`src/rtl/vga_timing_pkg.sv`:
```
// Shared VGA timing constants and helpers for the timing generator and pixel pipeline.
// Each mode bundles one complete set of porch/sync widths with the counter width it needs.
package vga_timing_pkg;

  typedef struct packed {
    int clk_div;
    int h_active;
    int h_fp;
    int h_sync;
    int h_bp;
    int v_active;
    int v_fp;
    int v_sync;
    int v_bp;
    int cnt_w;
  } vga_timing_t;

  // 640x480@60 from a 100 MHz system clock (25 MHz pixel rate).
  localparam vga_timing_t VGA_640X480_60 = '{
    clk_div:  4,
    h_active: 640, h_fp: 16, h_sync: 96, h_bp: 48,
    v_active: 480, v_fp: 10, v_sync: 2,  v_bp: 33,
    cnt_w:    10
  };

  // 800x600@60 assumes the system clock already runs at the 40 MHz pixel rate.
  localparam vga_timing_t SVGA_800X600_60 = '{
    clk_div:  1,
    h_active: 800, h_fp: 40, h_sync: 128, h_bp: 88,
    v_active: 600, v_fp: 1,  v_sync: 4,   v_bp: 23,
    cnt_w:    11
  };

  function automatic int h_total(input int active, input int fp, input int sync, input int bp);
    return active + fp + sync + bp;
  endfunction

  function automatic int v_total(input int active, input int fp, input int sync, input int bp);
    return active + fp + sync + bp;
  endfunction

endpackage

```
`src/rtl/vga_pixel_tick_div.sv`:
```
// Divides the system clock into a registered one-clk pixel strobe every CLK_DIV clocks.
// With en low the phase counter freezes, so the strobe cadence resumes where it stopped.
module vga_pixel_tick_div #(
  parameter int CLK_DIV = 4
) (
  input  logic clk,
  input  logic reset,
  input  logic en,
  output logic p_tick
);

  localparam int DIV_W = (CLK_DIV > 1) ? $clog2(CLK_DIV) : 1;
  localparam logic [DIV_W-1:0] DIV_LAST = DIV_W'(CLK_DIV - 1);

  logic [DIV_W-1:0] r_div_cnt;
  logic             r_p_tick;
  logic             w_div_wrap;

  if (CLK_DIV < 1) begin : g_bad_clk_div
    $error("vga_pixel_tick_div: CLK_DIV must be at least 1");
  end

  assign w_div_wrap = (r_div_cnt == DIV_LAST);

  // With CLK_DIV=1 the counter sits at 0, which is also DIV_LAST, so the strobe stays high.
  always_ff @(posedge clk or negedge reset) begin
    if (!reset) begin
      r_div_cnt <= '0;
      r_p_tick  <= 1'b0;
    end else if (en) begin
      r_div_cnt <= w_div_wrap ? '0 : r_div_cnt + 1'b1;
      r_p_tick  <= w_div_wrap;
    end else begin
      r_p_tick  <= 1'b0;
    end
  end

  assign p_tick = r_p_tick;

endmodule

```
`src/rtl/vga_timing_gen.sv`:
```
// Parametrised VGA timing generator: pixel divider, h/v counters and registered sync/blank decode.
// Decode is taken from the next-state counts so every output lines up with the counts it describes.
module vga_timing_gen
  import vga_timing_pkg::*;
#(
  parameter int CLK_DIV  = VGA_640X480_60.clk_div,
  parameter int H_ACTIVE = VGA_640X480_60.h_active,
  parameter int H_FP     = VGA_640X480_60.h_fp,
  parameter int H_SYNC   = VGA_640X480_60.h_sync,
  parameter int H_BP     = VGA_640X480_60.h_bp,
  parameter int V_ACTIVE = VGA_640X480_60.v_active,
  parameter int V_FP     = VGA_640X480_60.v_fp,
  parameter int V_SYNC   = VGA_640X480_60.v_sync,
  parameter int V_BP     = VGA_640X480_60.v_bp,
  parameter bit SYNC_POL = 1'b0,
  parameter int CNT_W    = VGA_640X480_60.cnt_w
) (
  input  logic             clk,
  input  logic             reset,
  input  logic             en,
  output logic             p_tick,
  output logic [CNT_W-1:0] h_count,
  output logic [CNT_W-1:0] v_count,
  output logic             h_scan,
  output logic             v_scan,
  output logic             h_video_on,
  output logic             v_video_on,
  output logic             video_on,
  output logic             line_start,
  output logic             frame_start
);

  localparam int H_TOTAL    = h_total(H_ACTIVE, H_FP, H_SYNC, H_BP);
  localparam int V_TOTAL    = v_total(V_ACTIVE, V_FP, V_SYNC, V_BP);
  localparam int H_SYNC_BEG = H_ACTIVE + H_FP;
  localparam int H_SYNC_END = H_SYNC_BEG + H_SYNC;
  localparam int V_SYNC_BEG = V_ACTIVE + V_FP;
  localparam int V_SYNC_END = V_SYNC_BEG + V_SYNC;
  localparam logic [CNT_W-1:0] H_LAST = CNT_W'(H_TOTAL - 1);
  localparam logic [CNT_W-1:0] V_LAST = CNT_W'(V_TOTAL - 1);

  if (H_TOTAL > (1 << CNT_W)) begin : g_bad_h_total
    $error("vga_timing_gen: H_TOTAL does not fit in CNT_W bits");
  end
  if (V_TOTAL > (1 << CNT_W)) begin : g_bad_v_total
    $error("vga_timing_gen: V_TOTAL does not fit in CNT_W bits");
  end

  function automatic logic in_window(input logic [CNT_W-1:0] cnt, input int lo, input int hi);
    return (int'(cnt) >= lo) && (int'(cnt) < hi);
  endfunction

  logic             w_tick;
  logic             w_adv;
  logic             w_h_wrap;
  logic             w_v_wrap;
  logic [CNT_W-1:0] w_h_next;
  logic [CNT_W-1:0] w_v_next;

  logic [CNT_W-1:0] r_h_count;
  logic [CNT_W-1:0] r_v_count;
  logic             r_h_scan;
  logic             r_v_scan;
  logic             r_h_video_on;
  logic             r_v_video_on;
  logic             r_video_on;
  logic             r_line_start;
  logic             r_frame_start;

  vga_pixel_tick_div #(
    .CLK_DIV (CLK_DIV)
  ) u_tick_div (
    .clk    (clk),
    .reset  (reset),
    .en     (en),
    .p_tick (w_tick)
  );

  assign w_adv    = en & w_tick;
  assign w_h_wrap = (r_h_count == H_LAST);
  assign w_v_wrap = w_h_wrap & (r_v_count == V_LAST);
  assign w_h_next = w_h_wrap ? '0 : r_h_count + 1'b1;
  assign w_v_next = w_v_wrap ? '0 : (w_h_wrap ? r_v_count + 1'b1 : r_v_count);

  // Reset values describe position (0,0): visible area, syncs inactive, no strobes.
  always_ff @(posedge clk or negedge reset) begin
    if (!reset) begin
      r_h_count     <= '0;
      r_v_count     <= '0;
      r_h_scan      <= ~SYNC_POL;
      r_v_scan      <= ~SYNC_POL;
      r_h_video_on  <= 1'b1;
      r_v_video_on  <= 1'b1;
      r_video_on    <= 1'b1;
      r_line_start  <= 1'b0;
      r_frame_start <= 1'b0;
    end else begin
      r_line_start  <= 1'b0;
      r_frame_start <= 1'b0;
      if (w_adv) begin
        r_h_count     <= w_h_next;
        r_v_count     <= w_v_next;
        r_h_scan      <= in_window(w_h_next, H_SYNC_BEG, H_SYNC_END) ? SYNC_POL : ~SYNC_POL;
        r_v_scan      <= in_window(w_v_next, V_SYNC_BEG, V_SYNC_END) ? SYNC_POL : ~SYNC_POL;
        r_h_video_on  <= in_window(w_h_next, 0, H_ACTIVE);
        r_v_video_on  <= in_window(w_v_next, 0, V_ACTIVE);
        r_video_on    <= in_window(w_h_next, 0, H_ACTIVE) & in_window(w_v_next, 0, V_ACTIVE);
        r_line_start  <= w_h_wrap;
        r_frame_start <= w_v_wrap;
      end
    end
  end

  assign p_tick      = w_tick;
  assign h_count     = r_h_count;
  assign v_count     = r_v_count;
  assign h_scan      = r_h_scan;
  assign v_scan      = r_v_scan;
  assign h_video_on  = r_h_video_on;
  assign v_video_on  = r_v_video_on;
  assign video_on    = r_video_on;
  assign line_start  = r_line_start;
  assign frame_start = r_frame_start;

endmodule

```
`config.mk`:
```
export PLATFORM = sky130hd
export DESIGN_NAME = vga_timing_gen
export DESIGN_NICKNAME = d
export VERILOG_FILES = /design/src/rtl/vga_timing_pkg.sv /design/src/rtl/vga_pixel_tick_div.sv /design/src/rtl/vga_timing_gen.sv
export SDC_FILE = /design/constraint.sdc
export NUM_CORES = 1
export LEC_CHECK = 0
export CAP_MARGIN = 10
export CORE_MARGIN = 5
export CORE_UTILIZATION = 52
export DETAILED_ROUTE_END_ITERATION = 16
export PLACE_DENSITY = 0.79
export SETUP_SLACK_MARGIN = 0.5
export SLEW_MARGIN = 25
export SYNTH_ARGS = -nofsm -noshare
export SYNTH_HDL_FRONTEND = slang
export SYNTH_HIERARCHICAL = 1
export SYNTH_SLANG_ARGS = --single-unit
```
`constraint.sdc`:
```
create_clock -name clk -period 2.8 [get_ports clk]
set_input_delay 0.7 -clock clk [delete_from_list [all_inputs] [get_ports clk]]
set_output_delay 0.7 -clock clk [all_outputs]
set_load 0.005 [all_outputs]
```
==> metrics.txt, run 1 <==
Tmin final approximately 2.2 ns; final clock period utilization by the worst path between 70% and 80%; worst min path class reg -> reg; Worst setup SP type flop; FF-to-FF Start h_count[5]; synthesized flop and latch total 30; Max Clk Rate between 400 and 500 MHz; Pre-antenna DRT Iters 4; Req. time, crit path roughly 3.1 ns; via-per-instance ratio between 5 and 6; Slew @ Worst Pin about 0.46 ns; most common cell in the netlist nand2_1; # hold bufs at CTS 0; sequential area share after synthesis between 40 and 50%; total core area 3337 µm²; Hold Startpoint h_video_on; Synth top cells by count 28 x nand2_1, 25 x dfrtp_1, 15 x o21ai_0, 13 x nor2_1, 8 x xor2_1; first-pass GRT wire length roughly 7000 µm; setup TNS 0 ns; asr flop ratio synth 100.0%; Root Buffer clkbuf_4; synth top area cells dfrtp_1 35%, dfstp_2 7.3%, nand2_1 5.9%, o21ai_0 4.2%, xor2_1 3.9%; final hold vios 0; Syn Std Cell Area around 1800 µm²; Leakage approximately 0.00095 µW; num rows 21; area delta synth->final 21.20%; WP data arrival ~2.4 ns; Post-route DRC 0; Hold WS approximately 0.48 ns; share of layout cells above drive strength 1 13.90%; # diodes 0; DP HPWL roughly 3000 µm; IO buf count 30; Crit Path Max Fanout 12; die area around 4700 µm²; maximum VDD drop about 480 µV; YS warnings 6; Crit. End Element flop; Die Y 68.64 µm; RSZ-0062 raised after global routing false; final setup fails 0; aggregate global routing overflow 0; TritonCTS clock tree yes; Post-Syn Instances between 150 and 200; initial antenna violation count 0; final WL slightly above 4000 µm; wire length on met3 ~240 µm; M1 WL around 1800 µm; Worst-Skew Late Latency approximately 0.32 ns; die width 68.64 µm; Rel. slew slack 69.10%; Clock Tree Buf Depth 2; Initial Utilization ~54%; top sig layer met4; Starting DRT DRC Count about 130; antenna viol nets, final 0; fin nets 230; wire length on met2 about 2000 µm; WL per Instance about 15 µm; Num CTS Buffers 5; Avg Inst Size Synth ~9.3 µm²; I/O pins 31; P per Cell Area ~530 nW/µm²; library cells used by synthesis 55; area share of the largest cell type after synthesis a little over a third; final slew viol count 0; Clock H-tree levels 2; vias in the first global route 1454; Clock Skew 0.006419 ns; gr usage total between 10% and 20%; outcome completed; cell taking the most area after synthesis dfrtp_1; critical setup path kind reg -> reg; ys flop type dfrtp_1; EDFF count, synth 0; Net Count, Synth 200; routed via count 1558; Placer Congestion a little over 0.9; crit path launch h_count[5]; pin count of the biggest net entering global routing 31; max-cap viol count 0; Clock Sinks 30; clk slew on worst S/H paths around 0.090 ns
-- state kept, by name, indices dropped and copies added, names as in the netlist --
name and count:
v_count 10, video_on 1, line_start 1, u_tick_div/r_div_cnt 2, v_scan 1, v_video_on 1
h_count 10, u_tick_div/p_tick 1, h_video_on 1, frame_start 1, h_scan 1
-- per-stage QoR --
| step | utilization (%) | cells | worst slack [ns] | total power [µW] | instance area (µm²) |
|---|---|---|---|---|---|
| 5_1_grt | 64.94 | 269 | 0.5039 | 1233 | 2167 |
| 3_5_place_dp | 62.54 | 260 | 0.4666 | 898.5 | 2087 |
| 2_1_floorplan | - | 192 | 0.7177 | 729.2 | 1788 |
| 3_3_place_gp | 62.54 | 260 | 0.4970 | 880.8 | 2087 |
| 6_report | 64.94 | 269 | 0.6220 | 1157 | 2167 |
| 4_1_cts | 64.49 | 268 | 0.5170 | 1170 | 2152 |
-- layout make-up --
cell class	count	area [µm²]
fillers	280	1170
well taps	46	57.56
inverters	4	15.01
multi-input cells	147	944.7
clock inverters	1	5.005
flip-flops and latches	30	759.5
clock buffers	7	55.05
repair buffers	34	330.3
-- cells in the final DEF, fill, tap and decap left out, drive strengths merged, types with 2 or more instances in the layout --
cell type       n
xor2            8
nand2          30
o21ai          16
nand3           7
a21boi          2
o22ai           2
and3            3
dfrtp          25
o31ai           3
a21oi           4
nand2b          3
dfstp           5
and4            2
inv             4
nor4            3
nor2           13
buf             4
nand4           7
and2            2
clkdlybuf4s50  30
clkbuf          7
nor2b           2
mux2i           3
ha              5
xnor2           3
or3             3
nor3            6
a31oi           2
mux2            2
-- worst max-delay path, stage by stage, from the launching register on --
cell and delay (ns):
dfrtp_1 0.51, or3_4 0.47, or3_4 0.44, nor3_4 0.20, xnor2_1 0.16, nor3b_1 0.21, a31oi_1 0.10
-- final timing paths --
| path | end | slack (ns) | cells past startpoint |
|---|---|---|---|
| setup / recovery | v_scan | 0.62 | 6 |
| hold / removal | h_video_on | 0.48 | 2 |
| setup reg to reg | v_scan | 0.62 | 6 |
| hold reg to reg | h_video_on | 0.48 | 2 |
| max in group asynchronous | video_on | 1.73 | 2 |
| min in group asynchronous | line_start | 0.75 | 2 |
-- routing by layer --
metal | global-route usage (%) | vias up
met5 | 0 | -
met1 | 26.82 | 737
li1 | - | 756
met3 | 4.700 | 6
met4 | 6.700 | 0
met2 | 30.99 | 59
-- what timing repair did --
item / 4_1_cts / 5_1_grt
setup buffers: 0 / 1
setup endpoints to repair: 3 / 8
pin swaps: 0 / 1
resized for setup: 1 / 3
-- cells by family (layout without fill, tap and decap cells) --
logic type | after synthesis | count (layout) | share of synthesized area, %
AND/OR/NAND/NOR | 85 | 85 | 24.98
flip-flops | 30 | 30 | 42.34
adder cells (fa/ha/maj) | 5 | 5 | 3.499
multiplexers | 5 | 5 | 3.149
buffers and inverters | 15 | 46 | 5.387
XOR/XNOR | 11 | 11 | 5.389
AO/OA/AOI/OAI | 41 | 41 | 15.26
-- power by group --
part / switching, µW / internal (µW)
Clock: 144 / 122
Combinational: 108 / 172
Sequential: 81.1 / 531
(Power assumes the default switching activity.)
==> run 2, diff against run 1 <==
Clock period 2.8 ns to 2.1 ns, I/O delays scaled along.
==> metrics.txt, run 2 (synthesis results as in run 1) <==
outcome completed; final slew viol count 0; WL per Instance 26.40 µm; final clock period utilization by the worst path 99.14%; clk slew on worst S/H paths about 0.12 ns; DP HPWL 3482 µm; Worst setup SP type flop; final WL 9213 µm; Worst-Skew Late Latency approximately 0.37 ns; pin count of the biggest net entering global routing 31; WP buf/inv 2; gr usage total 29.24%; most frequent cells in the layout 57 x buf_4, 26 x buf_6, 25 x nand2_1, 18 x dfrtp_1, 11 x nor2_1; via-per-instance ratio between 6 and 7; slowest stage delay, CP 0.50 ns; P per Cell Area around 670 nW/µm²; IO buf count 30; Slew @ Worst Pin ~0.39 ns; # diodes 0; final hold vios 0; Clock Tree Buf Depth 2; setup TNS 0 ns; die area approximately 4700 µm²; initial antenna violation count 0; final setup margin between 0.015 and 0.02 ns; Post-route DRC 0; Worst path slowest cell dfrtp_2; crit path cell chain buf_4 > inv_1 > ha_1 > nand4_1 > nand2_1 > a211oi_1 > a31o_2 > a31oi_1; Pre-antenna DRT Iters 9; Starting DRT DRC Count around 330; die width a little under 70 µm; Die Y approximately 69 µm; Max Clk Rate roughly 480 MHz; Rel. slew slack around 74%; critical setup path kind reg -> reg; fin nets 310; Num CTS Buffers 5; num rows 21; area delta synth->final 76.28%; Placer Congestion roughly 0.9; maximum VDD drop ~850 µV; Clock H-tree levels 2; Setup WS pre-CTS 0.1015 ns; Hold WS just over 0.5 ns; vias in the first global route 2095; max-cap viol count 0; number of fill cells in the layout 85; aggregate global routing overflow 0; final setup fails 0; Clock Sinks 30; I/O pins 31; Root Buffer clkbuf_4; share of layout cells above drive strength 1 between 50% and 60%; total core area 3337 µm²; Clock Skew 0.02673 ns; WP data arrival 2.37 ns; Tmin final roughly 2.1 ns; RSZ-0062 raised after global routing true; Req. time, crit path 2.38 ns; antenna viol nets, final 0; Initial Utilization a little over half; routed via count 2319; CP top delay family flip-flops; Crit Path Max Fanout 7; worst min path class reg -> reg; first-pass GRT wire length approximately 10000 µm; commonest non-fill, non-tap cell in the layout buf_4; TritonCTS clock tree yes; Leakage approximately 0.0015 µW; Crit. End Element flop
[run 2: cell types whose count changed in the layout (fill, tap and decap cells not counted), sizes merged]
cell	previous run	this run
buf	4	95
clkdlybuf4s50	30	2
clkdlybuf4s15	0	6
clkbuf	7	12
dlygate4sd2	0	4
bufinv	0	2
clkinv	1	0
dlymetal6s2s	0	1
[run 2: metal layers]
metal	track usage, %	part of all wire, %
met1	31.51	34
met3	8.104	12
met4	17.12	7.3
met2	50.77	47
met5	0	0
[run 2: worst paths after layout]
kind                       cells past startpoint        from  slack, ns          to
setup / recovery                               8  v_count[0]       0.02      v_scan
hold / removal                                 2    video_on       0.51    video_on
setup reg to reg                               8  v_count[0]       0.02      v_scan
hold reg to reg                                2    video_on       0.51    video_on
max in group asynchronous                      2       reset       1.18  h_video_on
min in group asynchronous                      2       reset       0.57  h_count[8]
[run 2: power by group]
part	leakage, µW	switching (µW)	internal, µW	total, µW
clock	0.0000585	249	403	652
combinational	0.00108	332	326	658
sequential	0.000375	106	708	814
total	0.00152	687	1440	2120
[run 2: area by class of cell]
cell class | count | area, µm² | share of cell area (%)
multi-input combinational | 147 | 1211 | 38.43
timing repair buffer | 114 | 988.4 | 31.36
sequential | 30 | 765.7 | 24.30
clock inverter | 2 | 60.06 | 1.906
tap | 46 | 57.56 | 1.826
clock buffer | 6 | 51.30 | 1.628
inverter | 4 | 17.52 | 0.5558
[run 2: metrics by stage]
step | std cells | utilization [%] | area, µm² | power (µW)
6_report | 349 | 94.45 | 3152 | 2124
5_1_grt | 349 | 94.45 | 3152 | 2187
4_1_cts | 327 | 83.58 | 2789 | 1931
3_5_place_dp | 281 | 67.94 | 2267 | 1259
3_3_place_gp | 281 | 67.94 | 2267 | 1232
2_1_floorplan | 192 | - | 1815 | 976.4
[run 2: tightest hold or removal path, stage by stage, from the launching register on]
cell	delay [ns]
dfstp_2	0.40
nand2_1	0.06
o21ai_1	0.06
[run 2: timing repair]
item	in CTS	in global routing
endpoints found under the setup margin	46	37
setup buffers	38	22
pin swaps	9	23
hold buffers	0	0
hold endpoints to repair	0	0
gates resized for setup	117	55
==> patch (config.mk and constraints of run 1) <==
Put one more register stage on the output `v_count`, with the module's reset. The value now appears one clock later. The other outputs are not delayed to match.
--- a/src/rtl/vga_timing_gen.sv
+++ b/src/rtl/vga_timing_gen.sv
@@ -113,7 +113,13 @@
 
   assign p_tick      = w_tick;
   assign h_count     = r_h_count;
-  assign v_count     = r_v_count;
+  always_ff @(posedge clk or negedge reset) begin
+    if (!reset) begin
+      v_count <= '0;
+    end else begin
+      v_count <= r_v_count;
+    end
+  end
   assign h_scan      = r_h_scan;
   assign v_scan      = r_v_scan;
   assign h_video_on  = r_h_video_on;
Formal check against the unedited RTL: no difference found for any inputs over 10 cycles, from zero or initial values and one cycle with reset low; that may be too few to reach the edited logic, so the function may still have changed.
==> patch against run 1 <==
  * Sequential cell count is 10 higher
  * Final cell count is 5.2% higher
  * Count of clock-buffer cells in the layout stayed put
  * Design area is 15% higher
  * Power is 32% higher
  * Setup slack better by 0.0052 ns
  * Via count is 6.0% higher
  * Synthesized area is 14% higher
  * Non-clock buffer count is 2 higher
  * Critical path depth is 2 higher
  * Routed wire length is 4.7% higher
  * Critical endpoint is now r_v_count[4]
  * Highest routed layer unchanged
==> patch: results (changes against run 1) <==
stage	metric	value	unit	change
status	status	finished clean		
clocking	CTS root buf	clkbuf_8		
place	pre-CTS setup slack	0.459	ns	-0.00720 ns
power	Switching Fraction	24.5	%	-4.2 points
global_route	M3 GR Usage	4.27	%	-0.43 points
routing	wire per inst	15.2	microns	-0.47%
layout	Post-Layout Cell Count	283		+5.2%
sta	clock skew	0.00600	ns	-0.000416 ns
global_route	gr usage total	18.0	%	-1.9 points
synth	top cells by count, synth	dfrtp_1 (35), nand2_1 (28), o21ai_0 (15)		
global_route	GRT met2 Usage	28.5	%	-2.5 points
place	DP HPWL	3000	microns	+1.3%
clocking	CTS Buffer Depth	2		unchanged
power	worst ir drop on vdd	0.000454	V	-5.1%
routing	initial DRC count	175		+37%
clocking	clock slew at reported path FFs	0.07	ns	-0.02 ns
synth	top cells by area, synth	dfrtp_1 (43%), dfstp_2 (6.4%), nand2_1 (5.2%)		
synth	Post-Syn Nets	210		+5.0%
sta	Worst-Margin Slew	0.860	ns	+0.401 ns
synth	sequential share of the synthesized area	49.4	%	+7.1 points
global_route	largest net degree at the start of global routing	41		+32%
critical_path	Max stage delay on crit path	0.44	ns	-0.07 ns
place	placed inst area	0.00233	sq mm	+12%
layout	Ant. Diodes	0		unchanged
routing	detailed-route via count	1651		+6.0%
global_route	global routing usage on met1	23.7	%	-3.1 points
critical_path	crit path max fanout	10		-2
layout	share of cells above drive strength 1	14.5	%	+0.57 points
place	Placed Cells	272		+4.6%
global_route	first-pass GRT wire length	7360	microns	+5.7%
patch: area by class of cell:
class | instances | area [sq um]
fillers | 300 | 1220
flip-flops and latches | 40 | 1010
multi-input cells | 147 | 951
repair buffers | 36 | 340
clock buffers | 7 | 96.3
well taps | 48 | 60.1
clock inverters | 1 | 30.0
inverters | 4 | 15.0
patch: power by group through the flow:
| stage | Sequential (mW) | Combinational [mW] | Clock [mW] |
|---|---|---|---|
| global placement | 0.758 | 0.274 | 0 |
| CTS | 0.755 | 0.281 | 0.516 |
| global route | 0.771 | 0.306 | 0.543 |
| floorplan | 0.744 | 0.133 | 0 |
| detailed placement | 0.762 | 0.278 | 0 |
| finish | 0.751 | 0.275 | 0.506 |
patch: metal layers:
layer	part of all wire, %	routed length, microns
met1	44	1900
met2	48	2090
met3	5.5	238
met4	1.9	80
met5	0	0
patch: worst paths after layout:
check                      slack (ns)       start  cells past startpoint            to
max                              0.63  h_count[0]                      8  r_v_count[4]
min                              0.47  h_video_on                      2    h_video_on
max reg2reg                      0.63  h_count[0]                      8  r_v_count[4]
min reg2reg                      0.47  h_video_on                      2    h_video_on
max in group asynchronous        1.74       reset                      1    h_count[5]
min in group asynchronous        0.52       reset                      1  r_v_count[1]
patch: cells by family after synthesis:
family                   Yosys count  synth area share (%)
AO/OA/AOI/OAI                     41                  13.4
XOR/XNOR                          11                  4.73
adder cells (fa/ha/maj)            5                  3.07
buffers and inverters             15                  4.73
flip-flops                        40                  49.4
multiplexers                       5                  2.76
AND/OR/NAND/NOR                   85                  21.9
patch: worst max-delay path: cells and delay by family (launching register included):
kind	cells	cell delay, ns
multiplexers	1	0.29
adder cells (fa/ha/maj)	1	0.22
AND/OR/NAND/NOR	4	0.73
flip-flops	1	0.44
buffers and inverters	2	0.38
